**src/rtl/hazard_pkg.sv**
```systemverilog
// Shared pipeline definitions for the hazard controller: MDU FSM state
// encoding, the hard-wired zero register and default MDU timing.
package hazard_pkg;

  typedef enum logic {
    IDLE = 1'b0,
    BUSY = 1'b1
  } mdu_state_e;

  localparam logic [4:0] REG_ZERO    = 5'd0;
  localparam int         MDU_LAT_DEF = 4;
  localparam int         CNT_W_DEF   = 4;

  // True when an ID-stage source is actually read and names the EX destination.
  function automatic logic src_match(input logic       use_src,
                                     input logic [4:0] src,
                                     input logic [4:0] dst);
    return use_src && (src == dst);
  endfunction

endpackage : hazard_pkg

```
**src/rtl/hazard_mdu_timer.sv**
```systemverilog
// MDU front-end hold sequencer: a start pulse in IDLE holds BUSY for exactly
// MDU_LAT cycles; starts seen while BUSY are ignored.
module hazard_mdu_timer
  import hazard_pkg::*;
#(
  parameter int MDU_LAT = MDU_LAT_DEF,
  parameter int CNT_W   = CNT_W_DEF
) (
  input  logic clk,
  input  logic rst_n,
  input  logic start_i,
  output logic busy_o
);

  mdu_state_e       state_q, state_d;
  logic [CNT_W-1:0] cnt_q, cnt_d;

  // NOTE: state registers use non-blocking (<=) so every flop samples the
  // pre-edge values; blocking here would create order-dependent races.
  always_ff @(posedge clk or negedge rst_n) begin
    if (!rst_n) begin
      state_q <= IDLE;
      cnt_q   <= '0;
    end else begin
      state_q <= state_d;
      cnt_q   <= cnt_d;
    end
  end

  // NOTE: every signal gets a default before the case so no path leaves it
  // unassigned, which would otherwise infer a latch.
  always_comb begin
    state_d = state_q;
    cnt_d   = cnt_q;
    busy_o  = 1'b0;
    unique case (state_q)
      IDLE: begin
        if (start_i) begin
          state_d = BUSY;
          cnt_d   = CNT_W'(MDU_LAT - 1);
        end
      end
      BUSY: begin
        busy_o = 1'b1;
        if (cnt_q == '0) begin
          state_d = IDLE;
        end else begin
          cnt_d = cnt_q - CNT_W'(1);
        end
      end
      default: begin
        state_d = IDLE;
        cnt_d   = '0;
      end
    endcase
  end

endmodule : hazard_mdu_timer

```
**src/rtl/hazard_ctrl.sv**
```systemverilog
// Pipeline hazard controller: load-use bubble, taken-branch squash and MDU
// front-end stall. Define HAZARD_PERF_EN to add saturating event counters.
module hazard_ctrl
  import hazard_pkg::*;
#(
  parameter int MDU_LAT = MDU_LAT_DEF,
  parameter int CNT_W   = CNT_W_DEF
) (
  input  logic       clk,
  input  logic       rst_n,
  input  logic [4:0] rs_ID,
  input  logic [4:0] rt_ID,
  input  logic       useRs_ID,
  input  logic       useRt_ID,
  input  logic       regWr_EX,
  input  logic       Wrback_EX,
  input  logic [4:0] dst_EX,
  input  logic       mduStart_EX,
  input  logic       brTaken_EX,
  output logic       stall_PC,
  output logic       stall_IFID,
  output logic       Flush_IFID,
  output logic       Flush_ID,
  output logic       mdu_busy
`ifdef HAZARD_PERF_EN
  ,
  output logic [31:0] perf_lu_cnt,
  output logic [31:0] perf_mdu_cnt,
  output logic [31:0] perf_flush_cnt
`endif
);

  logic lu;
  logic busy;
  logic mdu_start;
  logic stall;

  assign lu = regWr_EX & Wrback_EX & (dst_EX != REG_ZERO) &
              (src_match(useRs_ID, rs_ID, dst_EX) |
               src_match(useRt_ID, rt_ID, dst_EX));

  // A taken branch squashes the MDU op too: it was issued on the wrong path.
  assign mdu_start = mduStart_EX & ~brTaken_EX;

  hazard_mdu_timer #(
    .MDU_LAT (MDU_LAT),
    .CNT_W   (CNT_W)
  ) u_mdu_timer (
    .clk     (clk),
    .rst_n   (rst_n),
    .start_i (mdu_start),
    .busy_o  (busy)
  );

  // Outputs are gated by rst_n so the combinational lu/branch paths stay
  // quiet while the pipeline is held in reset.
  assign stall      = rst_n & (busy | (lu & ~brTaken_EX));
  assign stall_PC   = stall;
  assign stall_IFID = stall;
  assign Flush_ID   = rst_n & (busy | lu | brTaken_EX);
  assign Flush_IFID = rst_n & brTaken_EX & ~busy;
  assign mdu_busy   = rst_n & busy;

`ifdef HAZARD_PERF_EN
  logic [31:0] perf_lu_q, perf_mdu_q, perf_flush_q;

  always_ff @(posedge clk or negedge rst_n) begin
    if (!rst_n) begin
      perf_lu_q    <= '0;
      perf_mdu_q   <= '0;
      perf_flush_q <= '0;
    end else begin
      if (lu && !brTaken_EX && (perf_lu_q != '1)) perf_lu_q <= perf_lu_q + 32'd1;
      if (busy && (perf_mdu_q != '1))              perf_mdu_q <= perf_mdu_q + 32'd1;
      if (brTaken_EX && (perf_flush_q != '1))      perf_flush_q <= perf_flush_q + 32'd1;
    end
  end

  assign perf_lu_cnt    = perf_lu_q;
  assign perf_mdu_cnt   = perf_mdu_q;
  assign perf_flush_cnt = perf_flush_q;
`endif

endmodule : hazard_ctrl

```
**config.mk**
```make
export PLATFORM = sky130hd
export DESIGN_NAME = hazard_ctrl
export DESIGN_NICKNAME = d
export VERILOG_FILES = /design/src/rtl/hazard_pkg.sv /design/src/rtl/hazard_mdu_timer.sv /design/src/rtl/hazard_ctrl.sv
export SDC_FILE = /design/constraint.sdc
export NUM_CORES = 1
export LEC_CHECK = 0
export BUFFER_PORTS_ARGS = -buffer_cell sky130_fd_sc_hd__buf_2
export CORE_AREA = 2 2 39 41
export DETAILED_ROUTE_END_ITERATION = 8
export DIE_AREA = 0 0 41 43
export GPL_TIMING_DRIVEN = 0
export PLACE_DENSITY = 0.67
export SKIP_LAST_GASP = 1
export SYNTH_ARGS = -nofsm -noshare
export SYNTH_HDL_FRONTEND = slang
export SYNTH_HIERARCHICAL = 1
export SYNTH_SLANG_ARGS = --single-unit
```
**constraint.sdc**
```tcl
create_clock -name clk -period 2.25 [get_ports clk]
set_clock_uncertainty 0.1 [all_clocks]
set_input_delay 0.3375 -clock clk [delete_from_list [all_inputs] [get_ports clk]]
set_output_delay 0.3375 -clock clk [all_outputs]
set_load 0.01 [all_outputs]
```
Word level (Yosys, flattened, before mapping)
Cells that the tools add are included.
- equality and inequality tests: 4
- bitwise operators: 17
- mux-type cells: 7
- reductions and logical operators: 5
- add/subtract/negate cells: 1
- operators by type and width (operator ; number):
    $and A1 B1 Y1 ; 10
    $eq A5 B5 Y1 ; 2
    $mux W4 ; 2
    $pmux W4 S2 ; 1
    $reduce_bool A5 Y1 ; 1
    $logic_not A4 Y1 ; 1
    $ne A2 B2 Y1 const B ; 2
    $or A1 B1 Y1 ; 4
    $sub A4 B1 Y4 const B ; 1
    $mux W1 ; 3
    $not A1 Y1 ; 3
    $logic_and A1 B1 Y1 ; 2
    $pmux W1 S2 ; 1
    $reduce_and A2 Y1 ; 1
- output and inout bits: 5
- bits of input ports: 23
- register bits: 5
- logic and storage cells: 36

Longest topological paths before layout
Gate-level depths: netlist of run 1.
- word-level depth: 7
- mapped depth: 5
- gate-level depth less buffers: 5

Cells and area by module
Netlist of run 1, hierarchy kept.
- modules (own cells, without submodules) (module ; area an instance (µm²) ; times used ; sequential area each (µm²) ; cells an instance):
    hazard_mdu_timer ; 272.8 ; 1 ; 125.1 ; 26
    hazard_ctrl ; 196.4 ; 1 ; 0.0 ; 26

Worst setup path before layout of run 1
OpenSTA, ideal clock, no wires.
- kind: in2out
- from: in dst_EX[3]
- to: out stall_PC
- stages on the path: 5
- arrival time: 1547 ps
- data required time: 1812 ps
- path buffers: 1
- path slack: 266 ps
- cells stage by stage: xor2_1 nor4_2 a32oi_1 o41ai_2 buf_4
- longest elaborated chain between the ends: 7
- elaborated cells between the ends (all ways): 11
- those cells by class: eq/ne: 2; bitwise: 6; reduce/logical: 3
- RTL lines (element ; line ; source):
    start: declaration ; hazard_ctrl.sv:17 ; input logic [4:0] dst_EX,
    $eq A5 B5 Y1 ; hazard_pkg.sv:18 ; return use_src && (src == dst);
    $logic_and A1 B1 Y1 ; hazard_pkg.sv:18 ;
    $or A1 B1 Y1 ; hazard_ctrl.sv:39 ; (src_match(useRs_ID, rs_ID, dst_EX) |
    $and A1 B1 Y1 (*) ; hazard_ctrl.sv:38 ; assign lu = regWr_EX & Wrback_EX & (dst_EX != REG_ZERO) &
    $and A1 B1 Y1 (*) ; hazard_ctrl.sv:57 ; assign stall = rst_n & (busy | (lu & ~brTaken_EX));
    $or A1 B1 Y1 (*) ; hazard_ctrl.sv:57 ;
    $and A1 B1 Y1 (*) ; hazard_ctrl.sv:57 ;
    end: declaration ; hazard_ctrl.sv:20 ; output logic stall_PC,
Every way passes the cells marked *; elsewhere a longest branch is shown, timed or not.

Final worst setup path of run 1
- from: in rst_n
- to: out stall_PC
- longest elaborated chain between the ends: 1
- RTL lines (element ; line ; source):
    start: declaration ; hazard_ctrl.sv:10 ; input logic rst_n,
    $and A1 B1 Y1 ; hazard_ctrl.sv:57 ;
Every way passes these cells.

==> reports/qor.txt, run 1 <==
Outcome -> completed
Post-synth EDFFs -> 0
Slew Limit Headroom -> 0.7638
Chip Height -> 43 um
Clk slew on worst S/H paths -> 40 ps
All-Layer GR Usage -> 0.1261
Ant. Diodes -> 0
Worst slew pin tran -> 354.4 ps
Ratio of final minimum period to clock period -> 0.9654
Total CTS buffers -> 3
Die X-Extent -> 41 um
Share of the synthesized area in the top cell type -> 0.2667
DRC viols -> 0
IO Port Bufs -> 27
WL final -> 1117 um
Total global routing overflow -> 0
Critical path required time -> 1810 ps
Area grow syn2layout -> 49.60%
Crit path capture type -> primary output
Die Footprint -> 1763 um^2
Synth top cells by count -> xor2_1 (8), dfrtp_1 (5), nand2_1 (4), nor2_1 (4)
Final #Nets -> 113
Via count -> 512
Final Power -> 597.5 uW
Element type at the critical path start -> primary input
First-pass GRT wire length -> 1483 um
PD cells -> 851.2 nW/um^2
Detailed-route wire length per cell -> 10.74 um
I/O pins -> 28
Post-route setup TNS -> 0 ps
Core Area -> 1384 um^2
Critical Path Fanout Max -> 8
DRT iter0 DRCs -> 7
Hold WC Path Type -> primary input to asynchronous set/reset pin
Max Cap Violations -> 0
Ys flop type -> dfrtp_1
Via density -> 4.923
Syn Area/Cell -> 9.023 um^2
Fin crit period -> 2172 ps
Sequential fraction of the synthesis area -> 0.2667
Mapped Nets -> 76
Critical path class -> primary input to primary output
Yosys cell types -> 30
Vias in the first global route -> 431
Root buf cell -> clkbuf_4
Worst skew pair latency -> 240 ps
Dpl hpwl -> 904.1 um
Top cells by area, synth -> dfrtp_1 (27%), xor2_1 (15%), xnor2_1 (3.7%)
Final ANT Viol Nets -> 0
Share of cells above drive strength 1 -> 0.4773
Final setup viols -> 0
First-pass DRT Iterations -> 4
Leak Pwr -> 0.3575 nW
Cell with the most instances after synthesis -> xor2_1
Rows -> 14
Routability-driven placement congestion ratio -> 0.7323
Hold Vio Cnt, Final -> 0
Mapped Cells -> 52
Starting Density -> 0.3391
Worst VDD drop -> 0.0005580 V
Worst R2R Path Depth -> 5
Slew Viols, Final -> 0
Critical Path AT -> 1730 ps
CTS Sinks -> 5
H-tree levels -> 1
Ys Warns -> 6
Fmax achieved -> 0.4604 GHz
Seq cells post-synth -> 5
Initial antenna violation count -> 0
Pin count of the biggest net entering global routing -> 10
Mapped Area -> 469.2 um^2
CTS tree -> done
Largest area contributor in the netlist -> dfrtp_1
Post-synth ARST share -> 1.000
Max Buffers Root-to-Sink -> 2
sequential cells by signal, summed over array words and instances (netlist names):
register and count:
u_mdu_timer/cnt_q 4, u_mdu_timer/state_q 1
area by class of cell:
| cell class | count | area, um^2 |
|---|---|---|
| fill | 133 | 681.9 |
| timing repair buffer | 32 | 181.4 |
| inverter | 3 | 11.26 |
| clock buffer | 4 | 26.28 |
| tap | 16 | 20.02 |
| sequential | 5 | 125.1 |
| multi-input combinational | 42 | 326.6 |
| buffer | 2 | 11.26 |
cells by family (layout without fill, tap and decap cells):
family,after synthesis,after routing,synth area share
simple gates,21,21,0.2667
xor+xnor,10,10,0.1867
compound gates,8,8,0.1520
flops,5,5,0.2667
buf+inv,5,41,0.04800
mux,2,2,0.05332
fa+ha+maj,1,1,0.02666
per-stage QoR:
stage                     hold slack [ps]  utilization  cells  area, um^2  setup slack, ps
final                               345.6       0.5072    104       701.9            77.80
after global routing                354.5       0.5072    104       701.9          -0.5499
after CTS                           359.8       0.4774    100       660.6            71.58
after detailed placement            83.28       0.4512     95       624.3            78.50
after global placement              85.88       0.4512     95       624.3            82.44
after floorplan                    -58.09            -     52       469.2            265.9
cell usage in the layout, fill, tap and decap left out, drive strengths merged, types with 2 or more instances in the layout:
| cell | Yosys | final |
|---|---|---|
| clkbuf | 1 | 5 |
| dfrtp | 5 | 5 |
| xor2 | 8 | 8 |
| buf | 1 | 32 |
| nand3 | 3 | 3 |
| nor4 | 2 | 2 |
| xnor2 | 2 | 2 |
| nand2 | 4 | 4 |
| inv | 3 | 3 |
| nor2 | 4 | 4 |
worst max-delay path, cell delays in order:
cell and delay, ps:
dlygate4sd3_1 540, buf_6 130, nand3_2 90, o41ai_2 350
buf_4 160, buf_2 110
routing by layer:
metal | track usage | up-vias | wire length, um
li1 | - | 259 | -
met1 | 0.1242 | 223 | 457
met2 | 0.2125 | 28 | 512
met3 | 0.03665 | 2 | 133
met4 | 0.08000 | 0 | 14
met5 | 0 | - | 0
what timing repair did:
item / in CTS / in global routing
endpoints found under the setup margin: 0 / 1
gates resized for setup: 0 / 4
endpoints found under the hold margin: 5 / 0
hold buffers: 1 / 0
setup buffers: 0 / 4
final timing paths:
check	startpoint	end	slack, ps
min	rst_n	u_mdu_timer/cnt_q[0]$_DFFE_PN0P_	350
max	rst_n	stall_PC	80
max in group asynchronous	rst_n	u_mdu_timer/cnt_q[3]$_DFFE_PN0P_	1500
min in group clk	u_mdu_timer/cnt_q[0]$_DFFE_PN0P_	u_mdu_timer/cnt_q[0]$_DFFE_PN0P_	450
max reg2reg	u_mdu_timer/cnt_q[0]$_DFFE_PN0P_	u_mdu_timer/cnt_q[1]$_DFFE_PN0P_	550
min reg2reg	u_mdu_timer/cnt_q[0]$_DFFE_PN0P_	u_mdu_timer/cnt_q[0]$_DFFE_PN0P_	450
where the power goes:
part           switching, mW  internal (mW)  leakage (nW)
sequential            0.0416          0.134        0.0590
clock                 0.0361         0.0670        0.0150
combinational          0.146          0.173         0.283
Note: power is estimated with default switching activity, not from simulation.
==> run 2, diff against run 1 <==
clock period = 2.3 ns   (was 2.25 ns; I/O delays follow)
==> reports/qor.txt, run 2 (synthesized netlist as in run 1, its figures left out) <==
Outcome -> completed
Worst slew pin tran -> 345.9 ps
I/O pins -> 28
Worst skew pair latency -> 240 ps
Pin count of the biggest net entering global routing -> 10
Area grow syn2layout -> 40.80%
Most frequent cells in the layout -> buf_2 (27), xor2_1 (8), dfrtp_1 (5)
Clk slew on worst S/H paths -> 40 ps
RSZ-0062 raised after global routing -> no
First-pass DRT Iterations -> 3
Starting Density -> 0.3391
Root buf cell -> clkbuf_4
Critical Path AT -> 1740 ps
Rows -> 14
WL final -> 1053 um
Worst Hold Slack -> 370.5 ps
Max Buffers Root-to-Sink -> 2
Initial antenna violation count -> 0
CTS tree -> done
Setup Slack @ Placement -> 113.5 ps
M3 GR Usage -> 0.03665
Total CTS buffers -> 3
Max Cap Violations -> 0
Die Footprint -> 1763 um^2
Ant. Diodes -> 0
IO Port Bufs -> 27
First-pass GRT wire length -> 1483 um
Ratio of final minimum period to clock period -> 0.9479
Total global routing overflow -> 0
Met1 Usage GRT -> 0.1242
Routability-driven placement congestion ratio -> 0.7323
Max reg flops -> 4
Most common cell after layout, fill and taps aside -> buf_2
Share of cells above drive strength 1 -> 0.4405
Critical path required time -> 1860 ps
Total setup buffers inserted after CTS -> 0
Final #Nets -> 109
Worst R2R Path Depth -> 5
Dpl cells -> 95
Slew Limit Headroom -> 0.7694
Fin crit period -> 2180 ps
GRT Max-Usage Layer -> met2
Via density -> 4.890
Detailed-route wire length per cell -> 10.53 um
Hold Vio Cnt, Final -> 0
Post-CTS Hold Buffers -> 1
Via count -> 489
Leak Pwr -> 0.3350 nW
H-tree levels -> 1
Chip Height -> 43 um
Crit path capture type -> primary output
Fmax achieved -> 0.4587 GHz
Post-CTS resize count -> 0
Final setup viols -> 0
Top flop regs -> u_mdu_timer/cnt_q (4), u_mdu_timer/state_q (1)
All-Layer GR Usage -> 0.1261
Final ANT Viol Nets -> 0
Vias in the first global route -> 431
Critical Path Fanout Max -> 9
PnR worst setup slack -> 119.9 ps
CTS Sinks -> 5
Slew Viols, Final -> 0
Post-route setup TNS -> 0 ps
Util after Layout -> 0.4774
DRC viols -> 0
PD cells -> 872.9 nW/um^2
Die X-Extent -> 41 um
Hold WC Path Type -> primary input to asynchronous set/reset pin
Met2 Track Usage GR -> 0.2125
Largest reg by FF count -> u_mdu_timer/cnt_q
Dpl hpwl -> 904.1 um
Core Area -> 1384 um^2
Element type at the critical path start -> primary input
Worst VDD drop -> 0.0005132 V
Non-Filler Instances -> 100
Fillers -> 134
DRT iter0 DRCs -> 4
Critical path class -> primary input to primary output
-- run 2: cell types whose count changed in the layout (fill, tap and decap cells not counted), sizes merged --
cell / previous run / this run
buf: 32 / 28
-- run 2: final timing paths --
| check | startpoint | to | slack (ps) |
|---|---|---|---|
| worst max-delay path | rst_n | stall_PC | 120 |
| max in group asynchronous | rst_n | u_mdu_timer/cnt_q[3]$_DFFE_PN0P_ | 1570 |
| worst min-delay path | rst_n | u_mdu_timer/cnt_q[2]$_DFFE_PN0P_ | 370 |
| worst min register to register | u_mdu_timer/cnt_q[0]$_DFFE_PN0P_ | u_mdu_timer/cnt_q[0]$_DFFE_PN0P_ | 450 |
| worst max register to register | u_mdu_timer/cnt_q[0]$_DFFE_PN0P_ | u_mdu_timer/cnt_q[1]$_DFFE_PN0P_ | 600 |
| min in group clk | u_mdu_timer/cnt_q[0]$_DFFE_PN0P_ | u_mdu_timer/cnt_q[0]$_DFFE_PN0P_ | 450 |
-- run 2: area by class of cell --
cell class                 instances  area [um^2]  share of cell area
sequential                         5        125.1              0.1894
inverter                           3        11.26             0.01705
clock buffer                       4        26.28             0.03977
multi-input combinational         42        321.6              0.4867
buffer                             2        11.26             0.01705
timing repair buffer              28        145.1              0.2197
tap                               16        20.02             0.03030
-- run 2: per-stage QoR --
stage               total power [mW]  instance area [um^2]
global placement              0.4654                 624.3
CTS                           0.5858                 660.6
floorplan                     0.3954                 469.2
detailed placement            0.4785                 624.3
global route                  0.6295                 660.6
finish                        0.5767                 660.6
-- run 2: power breakdown --
part | switching [mW] | internal (mW) | total (mW)
Sequential | 0.0408 | 0.131 | 0.172
Combinational | 0.140 | 0.164 | 0.304
Clock | 0.0353 | 0.0656 | 0.101
Total | 0.216 | 0.361 | 0.577
-- run 2: routing by layer --
layer | wire length (um) | part of all wire | vias to the layer above
met2 | 454 | 0.43 | 28
met5 | 0 | 0 | -
li1 | - | - | 251
met1 | 447 | 0.42 | 208
met4 | 14 | 0.013 | 0
met3 | 136 | 0.13 | 2
-- run 2: worst max-delay path, stage by stage --
cell and delay [ps]:
dlygate4sd3_1 520, buf_2 200, nand3_1 140, o41ai_2 260, buf_4 160, buf_2 110
==> run 3, diff against run 2 <==
PLACE_DENSITY = not set   (was 0.67)
SYNTH_HIERARCHICAL = not set   (was 1)
==> reports/qor.txt, run 3 <==
Outcome -> completed
Switching part of the total -> 0.3999
Critical path's slowest cell -> dlygate4sd3_1
Seq cells post-synth -> 5
First-pass DRT Iterations -> 3
Die Footprint -> 1763 um^2
Yosys cell types -> 24
Core Area -> 1384 um^2
Worst Hold Slack -> 269.6 ps
Largest area contributor in the netlist -> dfrtp_1
Buffer and inverter count on the worst path -> 4
Hold Vio Cnt, Final -> 0
Ys flop type -> dfrtp_1
Pin count of the biggest net entering global routing -> 10
Non-Filler Instances -> 98
RSZ-0062 raised after global routing -> no
Met2 wire len -> 501 um
Mapped Nets -> 74
Top Family by Delay on Critical Path -> buffers and inverters
CTS tree -> done
Switch Pwr -> 218.7 uW
Dpl cells -> 93
Largest reg by FF count -> u_mdu_timer.cnt_q
Top flop regs -> u_mdu_timer.cnt_q (4), u_mdu_timer.state_q (1)
Critical Path AT -> 1750 ps
All-Layer GR Usage -> 0.1296
Final ANT Viol Nets -> 0
Max reg flops -> 4
Sequential power share -> 0.316
Syn Area/Cell -> 8.833 um^2
IO Port Bufs -> 27
CTS Sinks -> 5
Top cells by area, synth -> dfrtp_1 (28%), xor2_1 (16%), xnor2_1 (5.9%)
Leak Pwr -> 0.3257 nW
Ys Warns -> 0
Metal3 WL -> 123 um
Top Layer Used -> met4
Max Cap Violations -> 0
Hold WC Path Type -> primary input to register
PD cells -> 848.7 nW/um^2
Area grow syn2layout -> 45.89%
Fmax achieved -> 0.4556 GHz
Vias in the first global route -> 417
Worst VDD drop -> 0.0004296 V
Final setup viols -> 0
Rows -> 14
Sequential fraction of the synthesis area -> 0.2833
Synth top cells by count -> xor2_1 (8), dfrtp_1 (5)
Worst-path cell chain -> dlygate4sd3_1 > buf_6 > nand3_2 > o41ai_2 > buf_4 > buf_2
Via density -> 4.673
Worst skew pair latency -> 240 ps
Root buf cell -> clkbuf_4
Clk network pwr share -> 0.188
Cell with the most instances after synthesis -> xor2_1
Initial antenna violation count -> 0
Max Buffers Root-to-Sink -> 2
Combinational Power Share -> 0.497
Post-synth EDFFs -> 0
Most common cell after layout, fill and taps aside -> buf_2
Slew Limit Headroom -> 0.8103
Worst slew pin tran -> 281.5 ps
Mapped Cells -> 50
Total setup buffers inserted after CTS -> 0
Share of cells above drive strength 1 -> 0.4512
Slew Viols, Final -> 0
Critical path class -> primary input to primary output
DRC viols -> 0
Cell Int Power -> 328.2 uW
Element type at the critical path start -> primary input
H-tree levels -> 1
Die X-Extent -> 41 um
Fin crit period -> 2195 ps
Post-route setup TNS -> 0 ps
Via count -> 458
Share of the synthesized area in the top cell type -> 0.2833
Dpl hpwl -> 836.9 um
Ant. Diodes -> 0
Routability-driven placement congestion ratio -> 0.6879
Total global routing overflow -> 0
Detailed-route wire length per cell -> 10.64 um
Starting Density -> 0.3192
I/O pins -> 28
Mapped Area -> 441.7 um^2
DRT iter0 DRCs -> 7
Most frequent cells in the layout -> buf_2 (26), xor2_1 (8), dfrtp_1 (5)
Total CTS buffers -> 3
WL final -> 1043 um
Critical path required time -> 1860 ps
Post-synth ARST share -> 1.000
Wire length on met1 -> 413 um
Chip Height -> 43 um
Crit path capture type -> primary output
CP max stage delay -> 540 ps
First-pass GRT wire length -> 1538 um
Clk slew on worst S/H paths -> 50 ps
Ratio of final minimum period to clock period -> 0.9544
Critical Path Fanout Max -> 9
Final #Nets -> 107
-- run 3: final cells by class --
class	count	area, um^2
multi-input combinational	40	299.0
timing repair buffer	28	151.4
inverter	4	15.01
sequential	5	125.1
clock buffer	4	26.28
tap	16	20.02
fill	139	739.5
buffer	1	7.507
-- run 3: worst paths after layout --
kind | start | endpoint | slack [ps] | depth (start not counted)
worst max register to register | u_mdu_timer.cnt_q[0]$_DFFE_PN0P_ | u_mdu_timer.cnt_q[2]$_DFFE_PN0P_ | 540 | 6
worst min-delay path | mduStart_EX | u_mdu_timer.state_q$_DFF_PN0_ | 270 | 3
worst max-delay path | rst_n | stall_PC | 100 | 6
worst min register to register | u_mdu_timer.cnt_q[3]$_DFFE_PN0P_ | u_mdu_timer.cnt_q[3]$_DFFE_PN0P_ | 410 | 2
min in group asynchronous | rst_n | u_mdu_timer.cnt_q[1]$_DFFE_PN0P_ | 350 | 2
max in group asynchronous | rst_n | u_mdu_timer.cnt_q[2]$_DFFE_PN0P_ | 1620 | 2
-- run 3: power by group through the flow --
stage | Clock [mW] | Combinational (mW) | Sequential [mW]
detailed placement | 0 | 0.269 | 0.173
finish | 0.103 | 0.272 | 0.173
global placement | 0 | 0.261 | 0.172
global route | 0.113 | 0.316 | 0.180
CTS | 0.108 | 0.274 | 0.173
floorplan | 0 | 0.191 | 0.163
-- run 3: cell families after synthesis --
| group | share of synthesized area |
|---|---|
| AND/OR/NAND/NOR | 0.2295 |
| XOR/XNOR | 0.2181 |
| AO/OA/AOI/OAI | 0.1898 |
| buffers and inverters | 0.05099 |
| flip-flops | 0.2833 |
| adder cells (fa/ha/maj) | 0.02832 |
-- run 3: what timing repair did --
action / CTS / global route
hold buffers: 1 / 0
setup endpoints to repair: 0 / 1
hold endpoints to repair: 5 / 0
gates resized for setup: 0 / 4
-- run 3: metal layers --
| metal | GRT usage | vias to the layer above |
|---|---|---|
| li1 | - | 235 |
| met1 | 0.1254 | 200 |
| met2 | 0.2219 | 21 |
| met3 | 0.03665 | 2 |
| met4 | 0.08000 | 0 |
| met5 | 0 | - |
-- run 3: worst min-delay path: stages --
cell and delay [ps]:
buf_2 100, a22oi_4 80, inv_1 60
-- run 3: stage by stage --
| step | total power, mW | instance area (um^2) | utilization | worst slack [ps] |
|---|---|---|---|---|
| CTS | 0.5552 | 633.1 | 0.4575 | 105.0 |
| global route | 0.6085 | 644.4 | 0.4656 | 7.897 |
| floorplan | 0.3547 | 441.7 | - | 300.9 |
| global placement | 0.4330 | 596.8 | 0.4313 | 127.2 |
| finish | 0.5469 | 644.4 | 0.4656 | 104.9 |
| detailed placement | 0.4420 | 596.8 | 0.4313 | 109.7 |
